<file path="src/rtl/acc_control_fsm.sv">
// acc_control_fsm: multi-cycle fetch/decode/execute sequencer for the
// accumulator processor. It drives the datapath control strobes, handshakes
// with a variable-latency memory, flags undefined opcodes and memory
// timeouts, and counts retired instructions.
module acc_control_fsm #(
    parameter int WAIT_LIMIT = 255,
    parameter int CNT_W      = 16
) (
    input  logic             clk_i,
    input  logic             reset_i,
    input  logic [4:0]       opcode_i,
    input  logic             acc_zero_i,
    input  logic             mem_ready_i,
    output logic             ir_write_o,
    output logic             pc_write_o,
    output logic             pc_src_o,
    output logic             mem_read_o,
    output logic             mem_write_o,
    output logic             iord_o,
    output logic             acc_write_o,
    output logic [1:0]       acc_src_o,
    output logic [2:0]       alu_op_o,
    output logic             halted_o,
    output logic             illegal_op_o,
    output logic             bus_error_o,
    output logic [CNT_W-1:0] retired_o
);

    localparam logic [2:0] S_FETCH    = 3'd0;
    localparam logic [2:0] S_DECODE   = 3'd1;
    localparam logic [2:0] S_EXEC_ALU = 3'd2;
    localparam logic [2:0] S_MEM_RD   = 3'd3;
    localparam logic [2:0] S_MEM_WR   = 3'd4;
    localparam logic [2:0] S_BRANCH   = 3'd5;
    localparam logic [2:0] S_HALT     = 3'd6;

    localparam logic [4:0] OP_NOP   = 5'h00;
    localparam logic [4:0] OP_ADD   = 5'h01;
    localparam logic [4:0] OP_SUB   = 5'h02;
    localparam logic [4:0] OP_AND   = 5'h03;
    localparam logic [4:0] OP_OR    = 5'h04;
    localparam logic [4:0] OP_LOAD  = 5'h05;
    localparam logic [4:0] OP_STORE = 5'h06;
    localparam logic [4:0] OP_LOADI = 5'h07;
    localparam logic [4:0] OP_BEQZ  = 5'h08;
    localparam logic [4:0] OP_JUMP  = 5'h09;
    localparam logic [4:0] OP_HALT  = 5'h1F;

    localparam int WAIT_W = (WAIT_LIMIT < 2) ? 1 : $clog2(WAIT_LIMIT + 1);
    // The counter holds the number of not-ready cycles already spent, so the
    // WAIT_LIMIT-th consecutive not-ready cycle is the one seen at LIMIT-1.
    localparam logic [WAIT_W-1:0] WAIT_LAST = WAIT_W'(WAIT_LIMIT - 1);

    logic [2:0]       state_q, state_d;
    logic [WAIT_W-1:0] wait_q, wait_d;
    logic [CNT_W-1:0] retired_q, retired_d;
    logic             illegal_q, illegal_d;
    logic             bus_err_q, bus_err_d;
    logic             mem_state;
    logic             timeout;
    logic             retire;

    assign mem_state = (state_q == S_FETCH) || (state_q == S_MEM_RD) ||
                       (state_q == S_MEM_WR);
    // A ready in the limit cycle still completes the access.
    assign timeout   = mem_state && !mem_ready_i && (wait_q == WAIT_LAST);

    // Next-state, sticky-flag and retirement decisions.
    always_comb begin
        state_d   = state_q;
        illegal_d = illegal_q;
        bus_err_d = bus_err_q;
        retire    = 1'b0;
        case (state_q)
            S_FETCH: begin
                if (mem_ready_i) begin
                    state_d = S_DECODE;
                end else if (timeout) begin
                    state_d   = S_HALT;
                    bus_err_d = 1'b1;
                end
            end
            S_DECODE: begin
                case (opcode_i)
                    OP_NOP: begin
                        state_d = S_FETCH;
                        retire  = 1'b1;
                    end
                    OP_ADD, OP_SUB, OP_AND, OP_OR, OP_LOADI: state_d = S_EXEC_ALU;
                    OP_LOAD:                                 state_d = S_MEM_RD;
                    OP_STORE:                                state_d = S_MEM_WR;
                    OP_BEQZ, OP_JUMP:                        state_d = S_BRANCH;
                    OP_HALT: begin
                        state_d = S_HALT;
                        retire  = 1'b1;
                    end
                    default: begin
                        // Undefined opcodes are flagged and retired as NOPs.
                        state_d   = S_FETCH;
                        illegal_d = 1'b1;
                        retire    = 1'b1;
                    end
                endcase
            end
            S_EXEC_ALU, S_BRANCH: begin
                state_d = S_FETCH;
                retire  = 1'b1;
            end
            S_MEM_RD, S_MEM_WR: begin
                if (mem_ready_i) begin
                    state_d = S_FETCH;
                    retire  = 1'b1;
                end else if (timeout) begin
                    state_d   = S_HALT;
                    bus_err_d = 1'b1;
                end
            end
            S_HALT:  state_d = S_HALT;
            default: state_d = S_FETCH;
        endcase
    end

    // Wait counter advances only while a memory access is stalled.
    always_comb begin
        if (mem_state && !mem_ready_i && !timeout) begin
            wait_d = wait_q + 1'b1;
        end else begin
            wait_d = '0;
        end
        retired_d = retire ? retired_q + 1'b1 : retired_q;
    end

    // State and status registers; reset aborts any access in flight.
    always_ff @(posedge clk_i or posedge reset_i) begin
        if (reset_i) begin
            state_q   <= S_FETCH;
            wait_q    <= '0;
            retired_q <= '0;
            illegal_q <= 1'b0;
            bus_err_q <= 1'b0;
        end else begin
            state_q   <= state_d;
            wait_q    <= wait_d;
            retired_q <= retired_d;
            illegal_q <= illegal_d;
            bus_err_q <= bus_err_d;
        end
    end

    // Control strobes decoded from state; forced low while reset is held.
    always_comb begin
        ir_write_o  = 1'b0;
        pc_write_o  = 1'b0;
        pc_src_o    = 1'b0;
        mem_read_o  = 1'b0;
        mem_write_o = 1'b0;
        iord_o      = 1'b0;
        acc_write_o = 1'b0;
        acc_src_o   = 2'd0;
        alu_op_o    = 3'd0;
        halted_o    = 1'b0;
        if (!reset_i) begin
            case (state_q)
                S_FETCH: begin
                    mem_read_o = 1'b1;
                    if (mem_ready_i) begin
                        ir_write_o = 1'b1;
                        pc_write_o = 1'b1;
                    end
                end
                S_EXEC_ALU: begin
                    acc_write_o = 1'b1;
                    if (opcode_i == OP_LOADI) begin
                        acc_src_o = 2'd2;
                    end else begin
                        alu_op_o = 3'(opcode_i - 5'd1);
                    end
                end
                S_MEM_RD: begin
                    mem_read_o = 1'b1;
                    iord_o     = 1'b1;
                    if (mem_ready_i) begin
                        acc_write_o = 1'b1;
                        acc_src_o   = 2'd1;
                    end
                end
                S_MEM_WR: begin
                    mem_write_o = 1'b1;
                    iord_o      = 1'b1;
                end
                S_BRANCH: begin
                    pc_src_o   = 1'b1;
                    pc_write_o = (opcode_i == OP_JUMP) ? 1'b1 : acc_zero_i;
                end
                S_HALT:  halted_o = 1'b1;
                default: halted_o = 1'b0;
            endcase
        end
    end

    assign illegal_op_o = illegal_q;
    assign bus_error_o  = bus_err_q;
    assign retired_o    = retired_q;

endmodule

</file>
<file path="config.mk">
export PLATFORM = sky130hd
export DESIGN_NAME = acc_control_fsm
export DESIGN_NICKNAME = d
export VERILOG_FILES = /design/src/rtl/acc_control_fsm.sv
export SDC_FILE = /design/constraint.sdc
export NUM_CORES = 1
export LEC_CHECK = 0
export ABC_AREA = 1
export CORE_MARGIN = 2
export CORE_UTILIZATION = 35
export DETAILED_ROUTE_END_ITERATION = 16
export PLACE_DENSITY = 0.64
export SYNTH_ARGS = -nofsm -noshare
export SYNTH_HDL_FRONTEND = slang
export SYNTH_SLANG_ARGS = --single-unit
</file>
<file path="constraint.sdc">
create_clock -name clk_i -period 2.5 [get_ports clk_i]
set_input_delay 0.625 -clock clk_i [delete_from_list [all_inputs] [get_ports clk_i]]
set_output_delay 0.625 -clock clk_i [all_outputs]
set_load 0.01 [all_outputs]
</file>
# Yosys cells after proc, flatten, opt, wreduce, memory -nomap -nowiden
# Index checks and enable logic that the tools add are counted.
word_totals:
  register_bits: 29
  input_bits: 9
  output_inout_bits: 31
  word_cells: 79
classes:
  addsub: 3
  n_eq_ne: 17
  mux: 33
  bitwise_logic: 2
  reduce_logical: 19
ops:
  columns: ["cell", "n"]
  rows:
  - ["$eq 5x3->1 const B", 4]
  - ["$mux 1", 18]
  - ["$mux 3", 6]
  - ["$add 16x1->16 const B", 1]
  - ["$pmux 3 s5", 1]
  - ["$pmux 3 s4", 1]
  - ["$reduce_or 11->1", 1]
  - ["$eq 5x2->1 const B", 2]
  - ["$eq 5x4->1 const B", 2]
  - ["$eq 3x3->1 const B", 3]
  - ["$reduce_or 9->1", 1]
  - ["$add 8x1->8 const B", 1]
  - ["$eq 8x8->1 const B", 1]
  - ["$mux 8", 1]
  - ["$reduce_or 2->1", 4]
  - ["$eq 3x2->1 const B", 2]
  - ["$eq 5x1->1 const B", 1]
  - ["$eq 5x5->1 const B", 1]
  - ["$logic_not 5->1", 1]
  - ["$reduce_or 5->1", 1]
  - ["$mux 2", 2]
  - ["$pmux 1 s2", 2]
  - ["$pmux 2 s2", 1]
  - ["$eq 3x1->1 const B", 1]
  - ["other kinds (10)", 15]

# Logic depth before layout (Yosys ltp)
# Gate-level depths: netlist (run 1).
depth:
  ltp_word: 8
  mapped_depth: 12
  mapped_depth_nobuf: 11

# Worst setup path before layout (run 1)
# No wires, ideal clock.
synth_path:
  path_kind: "in2out"
  start: "in reset_i"
  end: "out alu_op_o[2]"
  arrival_time_ns: 1.831
  t_required_ns: 1.875
  setup_slack_ns: 0.044
  stages: 3
  n_path_buf: 0
  cell_sequence: "inv_1 -> o21ai_0 -> a211oi_1"
synth_via:
  elab_chain_len: 1
synth_lines:
  columns: ["item", "line", "text"]
  rows:
  - ["start, declared", "10", "input logic reset_i,"]
  - ["$mux 3", "162", "if (!reset_i) begin"]
  - ["end, declared", "22", "output logic [2:0] alu_op_o,"]
# Every way passes these cells.

# Worst setup path in the final report (run 1)
layout_path:
  start: "in opcode_i[0]"
  end: "out alu_op_o[0]"
layout_via:
  elab_chain_len: 4
  elab_cells_between_ends: 5
  classes_between: "add/sub: 1; eq/ne: 1; mux: 3"
layout_lines:
  columns: ["item", "line", "text"]
  rows:
  - ["start, declared", "11", "input logic [4:0] opcode_i,"]
  - ["$sub 3x1->3 or $eq 5x3->1 (tied branches)", "176, 173", null]
  - ["$mux 3 (*)", "173", "if (opcode_i == OP_LOADI) begin"]
  - ["$mux 3 (*)", "163", "case (state_q)"]
  - ["$mux 3 (*)", "162", null]
# Every way passes the cells marked *; elsewhere a longest branch is shown, timed or not.

==> results of run 1 <==
[flip-flops by register name (all words and copies together), names as in the netlist]
| name | flops |
|---|---|
| bus_error_o | 1 |
| illegal_op_o | 1 |
| retired_o | 16 |
| state_q | 3 |
| wait_q | 8 |
[stage by stage]
stage | cell area (um^2) | power [uW]
finish | 2740 | 1680
global route | 2740 | 1820
CTS | 2730 | 1700
detailed placement | 2650 | 1330
global placement | 2650 | 1320
floorplan | 2010 | 1060
[critical path, delay by kind of cell]
kind	cells	cell delay (ns)
fa+ha+maj	1	0.21
buf+inv	3	0.57
simple gates	4	0.40
[area by class of cell]
class                           count  area share [%]
Multi-Input combinational cell    226            42.8
Sequential cell                    29            26.5
Timing Repair Buffer               60            20.2
Inverter                           29            3.98
Tap cell                           72            3.29
Clock buffer                        5            2.51
Clock inverter                      3           0.640
[path summary, 6_finish.rpt]
check,from,endpoint,slack (ns),cells after the start
hold reg to reg,illegal_op_o,illegal_op_o,0.47,2
min in group asynchronous,reset_i,bus_error_o,0.84,3
max in group asynchronous,reset_i,retired_o[11],1.37,3
setup / recovery,opcode_i[0],alu_op_o[0],0.08,8
hold / removal,illegal_op_o,illegal_op_o,0.47,2
setup reg to reg,state_q[1],retired_o[5],0.92,8
[logic make-up after synthesis]
kind of cell / synth area share [%]
fa+ha+maj: 4.35
flops: 36.0
simple gates: 42.3
xor+xnor: 6.09
compound gates: 4.29
buf+inv: 6.90
[cells in the final DEF, fill, tap and decap left out, types with 2 or more instances in the layout]
cell             instances
nand4_1                  4
buf_12                   2
inv_1                   25
nor2_2                   6
a21oi_1                  4
nand3_1                 29
nor3b_1                  3
clkdlybuf4s50_1         21
xnor2_1                  4
buf_4                   19
dfrtp_1                 29
o21ai_0                  6
clkbuf_8                 5
xor2_1                  10
nor2_4                   2
inv_2                    4
clkinv_2                 2
nor3_1                  10
buf_2                    2
dlygate4sd2_1           12
nand2_2                  4
nor2_1                  35
clkdlybuf4s15_2          3
ha_1                     7
nand2_1                 90
[repair_timing]
item | in CTS | in global routing
endpoints found under the hold margin | 0 | 0
hold buffers | 0 | 0
pin swaps | 0 | 1
endpoints found under the setup margin | 13 | 5
resized for setup | 33 | 6
[power by group]
group	internal [uW]	switching, uW	leakage [uW]
Sequential	531	93.1	0.000392
Clock	191	181	0.0000439
Combinational	297	383	0.000927
Total	1020	657	0.00136
[metal layers]
metal / up-vias / global-route usage [%]
met5: - / 0
li1: 1043 / -
met1: 880 / 20.3
met4: 0 / 6.10
met2: 33 / 26.0
met3: 9 / 3.05
==> results_dict.tcl, run 1 <==
set metrics [dict create \
    crit_type "in2out" \
    portBuffers 39 \
    hp-class "reg2reg" \
    fin_crit_sh_pct 96.9 \
    drc 0 \
    ys.flop_type "dfrtp_1" \
    path_clk_slew_ns 0.06 \
    place_inst 416 \
    stdcell_count 424 \
    relSlewSlack_pct 67.6 \
    skew_ns 0.00670 \
    drt_iter0_drc 66 \
    critPathLaunchType "input pin" \
    diodes 0 \
    synth.area.top_cells "dfrtp_1 (36%), nand2_1 (17%), nand3_1 (7.5%)" \
    drive_gt1_share_pct 16.2 \
    worst_setup_path_end_kind "primary output" \
    tritoncts "built" \
    final_nets 367 \
    routed-wl-met3_um 114 \
    seq_area_um2 726 \
    avgSynthCellArea_um2 6.99 \
    yosys_warnings 0 \
    rsz0062_at_grt "yes" \
    cp_slowest_cell "dlygate4sd2_1" \
    outcome "finished clean" \
    gr-total-overflow 0 \
    synth.largest_area_cell "dfrtp_1" \
    hold_ws_ns 0.474 \
    cp.arrival_ns 1.80 \
    pin_count 40 \
    die_h_um 79.8 \
    htree_levels 2 \
    ys_seq_area_share_pct 36.0 \
    yosysUniqueCellTypes 30 \
    max-cap-violations 0 \
    hpwl_um 3510 \
    netlist_instances 288 \
    fp.dieW_um 79.8 \
    met2_length_um 2050 \
    grt_max_degree 30 \
    worstMarginPinSlew_ns 0.483 \
    dr.pass1.iters 4 \
    synth_seq_cells 29 \
    multi_input_area_um2 1170 \
    crit_fanout 3 \
    synth_edf_count 0 \
    path_cells "dlygate4sd2_1 -> ha_1 -> inv_1 -> nor2_1 -> nand2_2 -> nand3_2 -> nor3_1 -> clkdlybuf4s15_2" \
    routed_wl_um 4470 \
    grt_pass1_wl_um 8000 \
    wl_per_cell_um 10.5 \
    antenna_found_initial 0 \
    synth_commonest_cells "nand2_1 (92), nor2_1 (37), nand3_1 (30), dfrtp_1 (29), inv_1 (27)" \
    grt_use_total_pct 15.8 \
    wl_met1_um 2220 \
    fin_util_pct 49.4 \
    grt_pass1_vias 1902 \
    dpl_worst_slack_ns -0.534 \
    coreArea_um2 5540 \
    syn_nets 304 \
    vias 1965 \
    ys_async_sr_fraction_pct 100 \
    routed.top_layer "met4" \
    yosysMostFrequentCell "nand2_1" \
    post_cts_buffers 0 \
    cts_root_buffer "clkbuf_8" \
    clk_latency_ns 0.28 \
    p_leak_uw 0.00136 \
    viasPerCell 4.63 \
    fin_ws_ns 0.0784 \
    start_util_pct 36.3 \
    syn2layout_area_growth_pct 36.0 \
    worstPathRequired_ns 1.88 \
    setup-tns-final_ns 0 \
    finalHoldViolations 0 \
    syn_area_um2 2010 \
    cts_max_path_buffers 2 \
    fmax_ghz 0.413 \
    p_per_area_nw_per_um2 612 \
    cts.sink_count 29 \
    nFillCells 590 \
    dieArea_um2 6370 \
    ir_drop_v 0.000400 \
    fin_crit_ns 2.42 \
    rows 27 \
    cts-buffers-inserted 5 \
    drv_slew 0 \
    ant_nets 0 \
    slowest_delay_ns 0.26 \
    yosys.area.top_type_share_pct 36.0 \
    place_congestion 0.906 \
    setup_violations 0 \
]
Note: power is estimated with default switching activity, not from simulation.
==> run 2, diff against run 1 <==
Settings changed: CORE_MARGIN 2 to unset.
==> results_dict.tcl, run 2 (synthesis gave the netlist of run 1 again) <==
set metrics [dict create \
    stdcell_count 422 \
    cts_max_path_buffers 2 \
    final_common_cell "nand2_1" \
    viasPerCell 4.65 \
    syn2layout_area_growth_pct 34.1 \
    grt_pass1_wl_um 8090 \
    p_per_area_nw_per_um2 610 \
    gr-total-overflow 0 \
    setup-tns-final_ns 0 \
    antenna_found_initial 0 \
    fin_crit_ns 2.42 \
    place_inst 414 \
    largest_reg_flops 16 \
    rsz0062_at_grt "yes" \
    cts.sink_count 29 \
    coreArea_um2 5540 \
    p_leak_uw 0.00135 \
    place_congestion 0.879 \
    die_h_um 77.8 \
    relSlewSlack_pct 66.2 \
    dieArea_um2 6060 \
    final_nets 365 \
    worstMarginPinSlew_ns 0.504 \
    clk_latency_ns 0.28 \
    grt_max_degree 30 \
    cts-buffers-inserted 5 \
    hpwl_um 3500 \
    portBuffers 39 \
    rows 27 \
    tritoncts "built" \
    routed_wl_um 4480 \
    crit_type "in2out" \
    vias 1962 \
    layout_common_cells "nand2_1 (91), nor2_1 (35), nand3_1 (29), dfrtp_1 (29), inv_1 (26)" \
    wl_per_cell_um 10.6 \
    start_util_pct 36.3 \
    drive_gt1_share_pct 15.7 \
    pin_count 40 \
    skew_ns 0.00968 \
    grt_pass1_vias 1893 \
    htree_levels 2 \
    worst_setup_path_end_kind "primary output" \
    finalHoldViolations 0 \
    ir_drop_v 0.000321 \
    ant_nets 0 \
    fp.dieW_um 77.8 \
    outcome "finished clean" \
    diodes 0 \
    setup_violations 0 \
    nFillCells 583 \
    crit_fanout 3 \
    drc 0 \
    critPathLaunchType "input pin" \
    fin_crit_sh_pct 96.9 \
    drt_iter0_drc 95 \
    path_clk_slew_ns 0.07 \
    cp.arrival_ns 1.80 \
    max-cap-violations 0 \
    dr.pass1.iters 4 \
    cts_root_buffer "clkbuf_8" \
    drv_slew 0 \
    grt_use_total_pct 16.7 \
    worstPathRequired_ns 1.88 \
    hp-class "reg2reg" \
    fmax_ghz 0.413 \
]
-- run 2: changes by cell type in the layout (fill, tap and decap cells not counted), sizes merged --
cell and delta:
buf -1, clkdlybuf4s15 -1, dlygate4sd2 -1, dlymetal6s2s +1
-- run 2: worst max-delay path: stages --
cell and delay [ns]:
dlygate4sd2_1 0.26, inv_2 0.07, ha_1 0.13, inv_1 0.04
nor2_2 0.11, nand2_2 0.08, a21oi_2 0.11, nor2_1 0.05
nor2_1 0.09, clkdlybuf4s15_2 0.22
-- run 2: repair_timing --
| action | 4_1_cts | 5_1_grt |
|---|---|---|
| gates resized for setup | 36 | 4 |
| pin swaps | 1 | 0 |
| hold buffers | 0 | 0 |
| setup endpoints to repair | 13 | 5 |
| setup buffers | 0 | 0 |
-- run 2: cell type report --
class	instances	area, um^2	share of cell area (%)
clock buffer	5	68.8	2.55
clock inverter	3	17.5	0.649
inverter	29	109	4.03
multi-input combinational	226	1180	43.6
sequential	29	726	26.9
tap	72	90.1	3.34
timing repair buffer	58	512	19.0
-- run 2: power by group --
group | internal, uW | switching (uW)
clock network | 192 | 187
registers | 531 | 94.6
logic | 267 | 376
-- run 2: through the flow --
step | utilization (%) | setup WS [ns] | hold slack [ns] | power [uW] | instance area, um^2
after floorplan | - | 0.0445 | 0.454 | 1060 | 2010
after global placement | 47.0 | -0.515 | 0.464 | 1280 | 2610
after detailed placement | 47.0 | -0.540 | 0.464 | 1290 | 2610
after CTS | 48.5 | 0.0222 | 0.486 | 1670 | 2690
after global routing | 48.7 | -0.0890 | 0.509 | 1780 | 2700
final | 48.7 | 0.0766 | 0.477 | 1650 | 2700
-- run 2: final timing paths --
check | depth (start not counted) | to | slack [ns] | start
worst max-delay path | 10 | pc_write_o | 0.08 | opcode_i[1]
worst min-delay path | 2 | illegal_op_o | 0.48 | illegal_op_o
worst max register to register | 8 | retired_o[10] | 0.92 | state_q[1]
worst min register to register | 2 | illegal_op_o | 0.48 | illegal_op_o
max in group asynchronous | 3 | retired_o[9] | 1.38 | reset_i
min in group asynchronous | 3 | illegal_op_o | 0.83 | reset_i
-- run 2: layer usage --
layer  vias to the layer above  global-route usage [%]  share of wire, %  wire length (um)
met4                         0                    6.04               1.3                60
li1                       1037                       -                 -                 -
met5                         -                       0                 0                 0
met1                       895                    21.3                49              2190
met2                        25                    28.2                47              2120
met3                         5                    2.59               2.4               109
==> run 3, diff against run 2 <==
--- a/config.mk
+++ b/config.mk
@@ -8,2 +8,3 @@
 export ABC_AREA = 1
+export CORE_MARGIN = 3
 export CORE_UTILIZATION = 35
==> constraint.sdc (replaced) <==
create_clock -name clk_i -period 2.5 [get_ports clk_i]
set_input_delay 0.25 -clock clk_i [delete_from_list [all_inputs] [get_ports clk_i]]
set_output_delay 0.25 -clock clk_i [all_outputs]
set_load 0.01 [all_outputs]
==> results_dict.tcl, run 3 (synthesis gave the netlist of run 1 again) <==
set metrics [dict create \
    p_sw_uw 640 \
    rows 26 \
    ir_drop_v 0.000328 \
    outcome "finished clean" \
    p_comb_share_pct 38.5 \
    cp-startpoint "opcode_i[0]" \
    fmax_ghz 0.436 \
    finalHoldViolations 0 \
    crit_fanout 4 \
    antenna_found_initial 0 \
    nFillCells 564 \
    skew_ns 0.0101 \
    busiest_layer "met2" \
    swShare_pct 39.6 \
    cts.sink_count 29 \
    drt_iter0_drc 51 \
    p_total_uw 1620 \
    critPathLaunchType "input pin" \
    r2r_cells 9 \
    hpwl_um 3480 \
    relSlewSlack_pct 66.9 \
    drv_slew 0 \
    min_delay_path_depth 2 \
    viasPerCell 4.68 \
    cts_root_buffer "clkbuf_8" \
    p_clk_share_pct 22.8 \
    hp-class "reg2reg" \
    fp.dieW_um 81.8 \
    drc 0 \
    place_congestion 0.892 \
    coreArea_um2 5340 \
    grt_pass1_vias 1785 \
    grt_use_total_pct 14.7 \
    portBuffers 39 \
    cts-buffers-inserted 5 \
    layout_common_cells "nand2_1 (92), clkdlybuf4s50_1 (39), nor2_1 (36)" \
    vias 1889 \
    post_cts_buffers 0 \
    rsz0062_at_grt "no" \
    crit_type "in2out" \
    dr.pass1.iters 4 \
    p_per_area_nw_per_um2 629 \
    largest_reg_flops 16 \
    cts_max_path_buffers 2 \
    grtUsageMet1_pct 18.9 \
    routed_wl_um 4430 \
    setup_violations 0 \
    fin_crit_ns 2.29 \
    clk_latency_ns 0.28 \
    pwr-share-seq_pct 38.7 \
    start_util_pct 37.7 \
    grt_pass1_wl_um 7740 \
    worstPathRequired_ns 2.25 \
    p_leak_uw 0.00121 \
    ff2ff_setup_slack_ns 0.90 \
    fin_crit_sh_pct 91.8 \
    gr-total-overflow 0 \
    dieArea_um2 6700 \
    cp.arrival_ns 2.04 \
    max-cap-violations 0 \
    p_int_uw 976 \
    multi_input_area_um2 1150 \
    use_met3_pct 3.40 \
    diodes 0 \
    min_from "illegal_op_o" \
    final_nets 349 \
    worstMarginPinSlew_ns 0.493 \
    setup-tns-final_ns 0 \
    wl_per_cell_um 11.0 \
    path_clk_slew_ns 0.07 \
    drive_gt1_share_pct 7.49 \
    die_h_um 81.8 \
    pin_count 40 \
    syn2layout_area_growth_pct 27.6 \
    grt_use_met2_pct 23.8 \
    htree_levels 2 \
    r2r-start "state_q[2]" \
    tritoncts "built" \
    grt_max_degree 30 \
    seq_area_um2 726 \
    worst_setup_path_end_kind "primary output" \
    ant_nets 0 \
    final_common_cell "nand2_1" \
]
## run 3: metal layers
| metal | part of all wire [%] | up-vias | wire length [um] |
|---|---|---|---|
| met5 | 0 | - | 0 |
| met4 | 1.4 | 0 | 63 |
| met3 | 3.0 | 6 | 132 |
| met2 | 46 | 25 | 2030 |
| met1 | 50 | 850 | 2200 |
| li1 | - | 1008 | - |
## run 3: path summary, 6_finish.rpt
| path | end |
|---|---|
| worst max-delay path | alu_op_o[2] |
| worst min-delay path | illegal_op_o |
| worst max register to register | retired_o[9] |
| worst min register to register | illegal_op_o |
| max in group asynchronous | retired_o[10] |
| min in group asynchronous | retired_o[5] |
## run 3: metrics by stage
| stage | cell area (um^2) | utilization, % | std cells | hold slack, ns | setup slack [ns] |
|---|---|---|---|---|---|
| finish | 2570 | 48.1 | 404 | 0.472 | 0.205 |
| global route | 2570 | 48.1 | 404 | 0.509 | 0.0536 |
| CTS | 2570 | 48.1 | 404 | 0.476 | 0.153 |
| detailed placement | 2480 | 46.6 | 396 | 0.456 | 0.155 |
| global placement | 2480 | 46.6 | 396 | 0.461 | 0.198 |
| floorplan | 2010 | - | 288 | 0.334 | 0.794 |
## run 3: repair_timing
action	4_1_cts	5_1_grt
gates resized for setup	0	1
setup endpoints to repair	0	1
hold buffers	0	0
## run 3: worst max-delay path, stage by stage
cell             delay [ns]
clkdlybuf4s50_1        0.46
ha_1                   0.24
inv_1                  0.05
nor2_1                 0.05
nand2_1                0.11
nand3_1                0.12
a211oi_1               0.18
clkdlybuf4s50_1        0.57
## run 3: cell type report
| class | count | share of cell area (%) |
|---|---|---|
| multi-input combinational | 226 | 44.8 |
| sequential | 29 | 28.3 |
| timing repair buffer | 42 | 16.1 |
| inverter | 29 | 4.24 |
| tap | 70 | 3.41 |
| clock buffer | 6 | 2.83 |
| clock inverter | 2 | 0.390 |
## run 3: power by group through the flow
stage               combinational (uW)  sequential [uW]  clock, uW
global placement                   623              632          0
floorplan                          429              629          0
global route                       705              644        402
detailed placement                 632              636          0
finish                             622              626        369
CTS                                630              627        383
